`config.mk`:
```
export PLATFORM = sky130hd
export DESIGN_NAME = multicycle_main_control
export DESIGN_NICKNAME = d
export VERILOG_FILES = /design/src/rtl/multicycle_main_control.sv
export SDC_FILE = /design/constraint.sdc
export NUM_CORES = 1
export LEC_CHECK = 0
export CAP_MARGIN = 5
export CORE_MARGIN = 8
export CORE_UTILIZATION = 55
export DETAILED_ROUTE_END_ITERATION = 10
export PLACE_DENSITY = 0.82
export SLEW_MARGIN = 20
export SYNTH_ARGS = -nofsm -noshare
export SYNTH_HDL_FRONTEND = slang
export SYNTH_SLANG_ARGS = --single-unit
```
`constraint.sdc`:
```
create_clock -name i_clk -period 4.05 [get_ports i_clk]
set_input_delay 0.81 -clock i_clk [delete_from_list [all_inputs] [get_ports i_clk]]
set_output_delay 0.81 -clock i_clk [all_outputs]
set_load 0.03 [all_outputs]
```
`src/rtl/multicycle_main_control.sv`:
```
// ---------------------------------------------------------------------------
// multicycle_main_control
//   Multi-cycle main control FSM for the RV32I core. Sequences
//   FETCH/DECODE/EXEC/MEM/WB over a shared ALU and one memory port, with a
//   req/ack memory handshake, a bus timeout and a sticky trap state.
//
//   Build option: MAIN_CTRL_ILLEGAL_TRAP_EN
//     defined   : illegal opcode in DECODE traps with cause 01
//     undefined : illegal opcode is a NOP (DECODE -> FETCH)
//
//   Ports:
//     i_clk, i_rst           clock, async active-high reset
//     i_OPCode               opcode field of the instruction register
//     i_MemAck               memory done (may coincide with o_MemReq)
//     i_BranchTaken          branch comparator result
//     o_MemReq/o_MemWrite    memory request / write strobe
//     o_IorD                 address select (0 PC, 1 ALUOut)
//     o_IRWrite/o_MDRWrite   IR (and old PC) load / MDR load
//     o_PCWrite/o_PCSrc      PC update and source
//     o_ALUSrc1/2, o_ALUOp   ALU operand selects and operation class
//     o_MemToReg/o_RegWrite  writeback select / enable
//     o_Trap/o_TrapCause     sticky trap flag and cause
//     o_State                current state (debug)
// ---------------------------------------------------------------------------
module multicycle_main_control #(
  parameter int MEM_TIMEOUT = 16,
  parameter int TO_CNT_W    = 8
) (
  input  logic       i_clk,
  input  logic       i_rst,
  input  logic [6:0] i_OPCode,
  input  logic       i_MemAck,
  input  logic       i_BranchTaken,
  output logic       o_MemReq,
  output logic       o_MemWrite,
  output logic       o_IorD,
  output logic       o_IRWrite,
  output logic       o_MDRWrite,
  output logic       o_PCWrite,
  output logic [1:0] o_PCSrc,
  output logic [1:0] o_ALUSrc1,
  output logic [1:0] o_ALUSrc2,
  output logic [2:0] o_ALUOp,
  output logic [1:0] o_MemToReg,
  output logic       o_RegWrite,
  output logic       o_Trap,
  output logic [1:0] o_TrapCause,
  output logic [2:0] o_State
);

  typedef enum logic [2:0] {
    S_IDLE = 3'd0, S_FETCH = 3'd1, S_DECODE = 3'd2, S_EXEC = 3'd3,
    S_MEM  = 3'd4, S_WB    = 3'd5, S_TRAP   = 3'd6
  } state_t;

  typedef enum logic [3:0] {
    C_NONE, C_R, C_I, C_LOAD, C_STORE, C_BRANCH, C_LUI, C_AUIPC, C_JAL, C_JALR
  } cls_t;

  localparam logic [TO_CNT_W:0] TO_LIMIT = (TO_CNT_W+1)'(MEM_TIMEOUT);
  localparam bit                TO_EN    = (MEM_TIMEOUT != 0);

  state_t              state_q, state_d, st;
  cls_t                cls_q, cls_d, dec_cls;
  logic [TO_CNT_W-1:0] to_cnt_q, to_cnt_d;
  logic [1:0]          cause_q, cause_d;
  logic [TO_CNT_W:0]   cnt_inc;
  logic                req_state, stall, timeout_hit;

  // Reset forces the effective state to IDLE combinationally so every
  // output (notably MemReq/MemWrite) drops the instant reset rises.
  assign st          = i_rst ? S_IDLE : state_q;
  assign req_state   = (st == S_FETCH) || (st == S_MEM);
  assign stall       = req_state && !i_MemAck;
  assign cnt_inc     = {1'b0, to_cnt_q} + 1'b1;
  // This stall cycle is the MEM_TIMEOUT-th without ack; an ack wins.
  assign timeout_hit = TO_EN && stall && (cnt_inc >= TO_LIMIT);

  always_comb begin
    dec_cls = C_NONE;
    case (i_OPCode)
      7'b0110011: dec_cls = C_R;
      7'b0010011: dec_cls = C_I;
      7'b0000011: dec_cls = C_LOAD;
      7'b0100011: dec_cls = C_STORE;
      7'b1100011: dec_cls = C_BRANCH;
      7'b0110111: dec_cls = C_LUI;
      7'b0010111: dec_cls = C_AUIPC;
      7'b1101111: dec_cls = C_JAL;
      7'b1100111: dec_cls = C_JALR;
      default:    dec_cls = C_NONE;
    endcase
  end

  always_comb begin
    state_d     = st;
    cls_d       = cls_q;
    o_MemReq    = 1'b0;
    o_MemWrite  = 1'b0;
    o_IorD      = 1'b0;
    o_IRWrite   = 1'b0;
    o_MDRWrite  = 1'b0;
    o_PCWrite   = 1'b0;
    o_PCSrc     = 2'd0;
    o_ALUSrc1   = 2'd0;
    o_ALUSrc2   = 2'd0;
    o_ALUOp     = 3'b000;
    o_MemToReg  = 2'd0;
    o_RegWrite  = 1'b0;
    case (st)
      S_IDLE: state_d = S_FETCH;
      S_FETCH: begin
        o_MemReq = 1'b1;
        if (i_MemAck) begin
          o_IRWrite = 1'b1;
          o_PCWrite = 1'b1;
          o_ALUSrc1 = 2'd3;
          o_ALUSrc2 = 2'd2;
          state_d   = S_DECODE;
        end else if (timeout_hit) begin
          state_d = S_TRAP;
        end
      end
      S_DECODE: begin
        cls_d = dec_cls;
        if (dec_cls != C_NONE) state_d = S_EXEC;
`ifdef MAIN_CTRL_ILLEGAL_TRAP_EN
        else                   state_d = S_TRAP;
`else
        else                   state_d = S_FETCH;
`endif
      end
      S_EXEC: begin
        state_d = S_WB;
        case (cls_q)
          C_R:      o_ALUOp = 3'b010;
          C_I:      begin o_ALUSrc2 = 2'd1; o_ALUOp = 3'b011; end
          C_LOAD, C_STORE: begin o_ALUSrc2 = 2'd1; state_d = S_MEM; end
          C_BRANCH: begin
            o_ALUOp   = 3'b001;
            o_PCSrc   = 2'd1;
            o_PCWrite = i_BranchTaken;
            state_d   = S_FETCH;
          end
          C_LUI:    begin o_ALUSrc1 = 2'd2; o_ALUSrc2 = 2'd1; o_ALUOp = 3'b100; end
          C_AUIPC:  begin o_ALUSrc1 = 2'd1; o_ALUSrc2 = 2'd1; o_ALUOp = 3'b101; end
          C_JAL:    begin o_PCSrc = 2'd1; o_PCWrite = 1'b1; end
          C_JALR:   begin o_ALUSrc2 = 2'd1; o_PCSrc = 2'd2; o_PCWrite = 1'b1; end
          default:  state_d = S_FETCH;
        endcase
      end
      S_MEM: begin
        o_MemReq   = 1'b1;
        o_IorD     = 1'b1;
        o_MemWrite = (cls_q == C_STORE);
        if (i_MemAck) begin
          o_MDRWrite = (cls_q == C_LOAD);
          state_d    = (cls_q == C_LOAD) ? S_WB : S_FETCH;
        end else if (timeout_hit) begin
          state_d = S_TRAP;
        end
      end
      S_WB: begin
        o_RegWrite = 1'b1;
        if (cls_q == C_LOAD)                          o_MemToReg = 2'd1;
        else if (cls_q == C_JAL || cls_q == C_JALR)   o_MemToReg = 2'd2;
        state_d = S_FETCH;
      end
      S_TRAP:  state_d = S_TRAP;
      default: state_d = S_IDLE;
    endcase
  end

  // Timeout counter: cleared on entry to a request state, saturating.
  always_comb begin
    to_cnt_d = to_cnt_q;
    if ((state_d == S_FETCH || state_d == S_MEM) && state_d != st)
      to_cnt_d = '0;
    else if (stall && to_cnt_q != {TO_CNT_W{1'b1}})
      to_cnt_d = cnt_inc[TO_CNT_W-1:0];
  end

  // Cause is captured on the transition into TRAP; DECODE is the only
  // source of an illegal-opcode trap, everything else is a bus timeout.
  always_comb begin
    cause_d = cause_q;
    if (state_d == S_TRAP && st != S_TRAP)
      cause_d = (st == S_DECODE) ? 2'b01 : 2'b10;
  end

  always_ff @(posedge i_clk or posedge i_rst) begin
    if (i_rst) begin
      state_q  <= S_IDLE;
      cls_q    <= C_NONE;
      to_cnt_q <= '0;
      cause_q  <= 2'b00;
    end else begin
      state_q  <= state_d;
      cls_q    <= cls_d;
      to_cnt_q <= to_cnt_d;
      cause_q  <= cause_d;
    end
  end

  assign o_Trap      = (st == S_TRAP);
  assign o_TrapCause = i_rst ? 2'b00 : cause_q;
  assign o_State     = st;

endmodule

```
==> impl_results.md <==
- Synthesized flop and latch total: 17
- Commonest non-fill, non-tap cell in the layout: clkdlybuf4s50_1
- Syn Area/Cell: 7.98 um^2
- Post-Syn Nets: 213
- Pwr Density: 204 mW/mm^2
- Post-synth ARST share: 100%
- Simple-gate share of the synthesized area: 39.2%
- Cell count of the worst reg-to-reg path: 5
- Pleak: 0.000751 uW
- CP endpoint kind: output pin
- Synthesized area: 0.00160 mm^2
- Floorplan die height: 69.9 um
- GP Congestion: 0.889
- DRT antenna net count: 0
- Compound-Gate Fraction of Synth Area: 21.1%
- Initial antenna violation count: 0
- Final hold violations: 0
- Arr. time, crit path: 2.84 ns
- RSZ-0062 raised after global routing: no
- Largest family of logic cells by synthesized area: simple AND/OR/NAND/NOR gates
- Peak per-stage delay on the critical path: 0.73 ns
- Vias in the first global route: 1490
- Proportion of layout cells with a drive suffix above 1: 7.46%
- Fill cells: 240
- Clock transition at path regs: 0.10 ns
- Critical path class: in2out
- CTS tree: done
- Pin count of the biggest net entering global routing: 19
- CTS HTree Levels: 1
- Count of clock tree sinks: 17
- Crit path max fanout: 4
- TritonCTS Buffers: 3
- Port bufs: 34
- DRT iter0 DRCs: 121
- Clk_skew: 0.00658 ns
- Placeable Area: 0.00276 mm^2
- Hold Crit Depth: 1
- Clock root buffer master: clkbuf_4
- Cells after Synth: 200
- Placed Area: 0.00194 mm^2
- CP Data Required Time: 3.24 ns
- Most frequent cells in the layout: clkdlybuf4s50_1 (34), nand2_1 (18), dfrtp_1 (17)
- Drt pass-1 iters: 4
- Total congestion overflow: 0
- Post-synthesis sequential area ratio: 26.6%
- Number of I/O pins: 35
- Initial core utilization: 57.9%
- Post-CTS resize count: 0
- Synth Flop Type: dfrtp_1
- FMAX: 274 MHz
- Slew Viols, Final: 0
- Post-CTS setup buffers: 0
- Cell mode on critical path: clkdlybuf4s50_1
- Max-cap violations: 0
- XOR/XNOR Fraction of Synth Area: 1.65%
- First-pass GRT wire length: 6.96 mm
- Post-synth EDFFs: 0
- Synth Area in Adders: 1.57%
- TNS Setup: 0 ns
- Slew headroom: 64.4%
- Dpl hpwl: 3.08 mm
- Via count: 1646
- Die Footprint: 0.00488 mm^2
- GRT Overall Usage: 16.0%
- Worst-margin pin slew: 0.532 ns
- Hold crit path type: reg2reg
- Final min period: 3.65 ns
- Routed WL per cell: 15.6 um
- Slowest-stage cell, CP: clkdlybuf4s50_1
- Die W: 69.9 um
- Antenna diodes: 0
- Status: complete, no violations
- DRC viols: 0
- Synth cell types: 54
- Cell area after layout: 0.00197 mm^2
- Yosys warns: 0
- Storage cell area: 425 um^2
- Nets: 242
- Hold buffer count at cts: 0
- Cell Chain, Critical Path: clkdlybuf4s50_1 -> or4b_4 -> nor4_4 -> clkdlybuf4s50_1
- Clock latency on the worst-skew pair: 0.29 ns
- Critical Path Start Type: input pin
- Clock buffer depth: 2
- DRT Wirelength: 4.04 mm
- Final setup violation count: 0
- Max VDD drop: 0.000259 V
- Period utilization: 90.1%
- Synthesis-to-finish area growth: 23.4%
- Vias per inst: 6.36
- Post-synthesis mux area share: 3.21%
- Area of the multi-input gates: 0.00106 mm^2
- Cell Rows: 19
## state kept, by name, indices dropped and copies added, names as in the netlist
signal,count
cause_q,2
cls_q,4
state_q,3
to_cnt_q,8
## cells by family after synthesis
family,count (synthesis)
xor gates and xnor gates,3
muxes,5
and+or+nand+nor,101
adders and majority gates,2
buffers and inverters,25
AOI/OAI and AO/OA,47
DFF,17
## cells in the mapped netlist (2+ instances only)
| library cell | count | area (um^2) |
|---|---|---|
| nor3b_1 | 4 | 30.0 |
| nor3_1 | 8 | 40.0 |
| a31oi_1 | 3 | 18.8 |
| a21boi_0 | 2 | 15.0 |
| nand4bb_1 | 2 | 22.5 |
| and2_1 | 4 | 25.0 |
| nor4_4 | 2 | 42.5 |
| ha_1 | 2 | 25.0 |
| nor4_1 | 7 | 43.8 |
| inv_1 | 9 | 33.8 |
| clkbuf_1 | 7 | 26.3 |
| nand2b_1 | 6 | 37.5 |
| mux2i_1 | 4 | 40.0 |
| o32ai_1 | 8 | 70.1 |
| dfrtp_1 | 17 | 425 |
| or3_1 | 2 | 12.5 |
| buf_2 | 7 | 35.0 |
| nand4_1 | 2 | 12.5 |
| and3_1 | 5 | 31.3 |
| nand3_1 | 5 | 25.0 |
| nor2b_1 | 8 | 50.1 |
| and4_1 | 2 | 17.5 |
| a21oi_1 | 7 | 35.0 |
| xnor2_1 | 2 | 17.5 |
| o21a_1 | 3 | 22.5 |
| nor2_1 | 16 | 60.1 |
| o21ai_0 | 11 | 55.1 |
| nand2_1 | 18 | 67.6 |
| o31a_1 | 2 | 17.5 |
## metal layers
layer,global-route usage [%],routed length [um],vias up
li1,-,-,800
met1,21.4,1830,782
met2,25.4,1900,60
met3,4.38,289,4
met4,2.46,27,0
met5,0,0,-
## critical path: cells and delay by family
kind | cells | cell delay, ns
buffers and inverters | 2 | 1.19
AND/OR/NAND/NOR | 2 | 0.84
## stage by stage
stage	hold WS (ns)	power [uW]	util [%]	worst slack [ns]	instances
3_3_place_gp	0.439	310	70.5	0.439	255
3_5_place_dp	0.451	314	70.5	0.401	255
2_1_floorplan	0.425	272	-	0.667	200
6_report	0.471	403	71.5	0.399	259
4_1_cts	0.476	403	71.5	0.394	259
5_1_grt	0.487	424	71.5	0.257	259
## path summary, 6_finish.rpt
check | start | endpoint | slack [ns]
max in group asynchronous | i_rst | state_q[1] | 2.76
min in group asynchronous | i_rst | state_q[0] | 1.08
max reg2reg | state_q[2] | to_cnt_q[3] | 1.63
max | i_rst | o_MDRWrite | 0.40
min reg2reg | cause_q[1] | cause_q[1] | 0.47
min | cause_q[1] | cause_q[1] | 0.47
## final cells by class
| type | count | area share, % |
|---|---|---|
| multi-input combinational | 158 | 54.0 |
| inverter | 10 | 1.90 |
| sequential | 17 | 21.6 |
| tap | 31 | 1.97 |
| timing repair buffer | 39 | 19.2 |
| clock buffer | 4 | 1.33 |
## report_power, final
part           internal, uW  switching, uW  total [uW]  leakage [uW]
Combinational          52.3           65.1         117      0.000504
Sequential              176           17.9         193      0.000232
Clock                  38.2           53.6        91.7     0.0000150
Total                   266            137         403      0.000751
(Power assumes the default switching activity.)
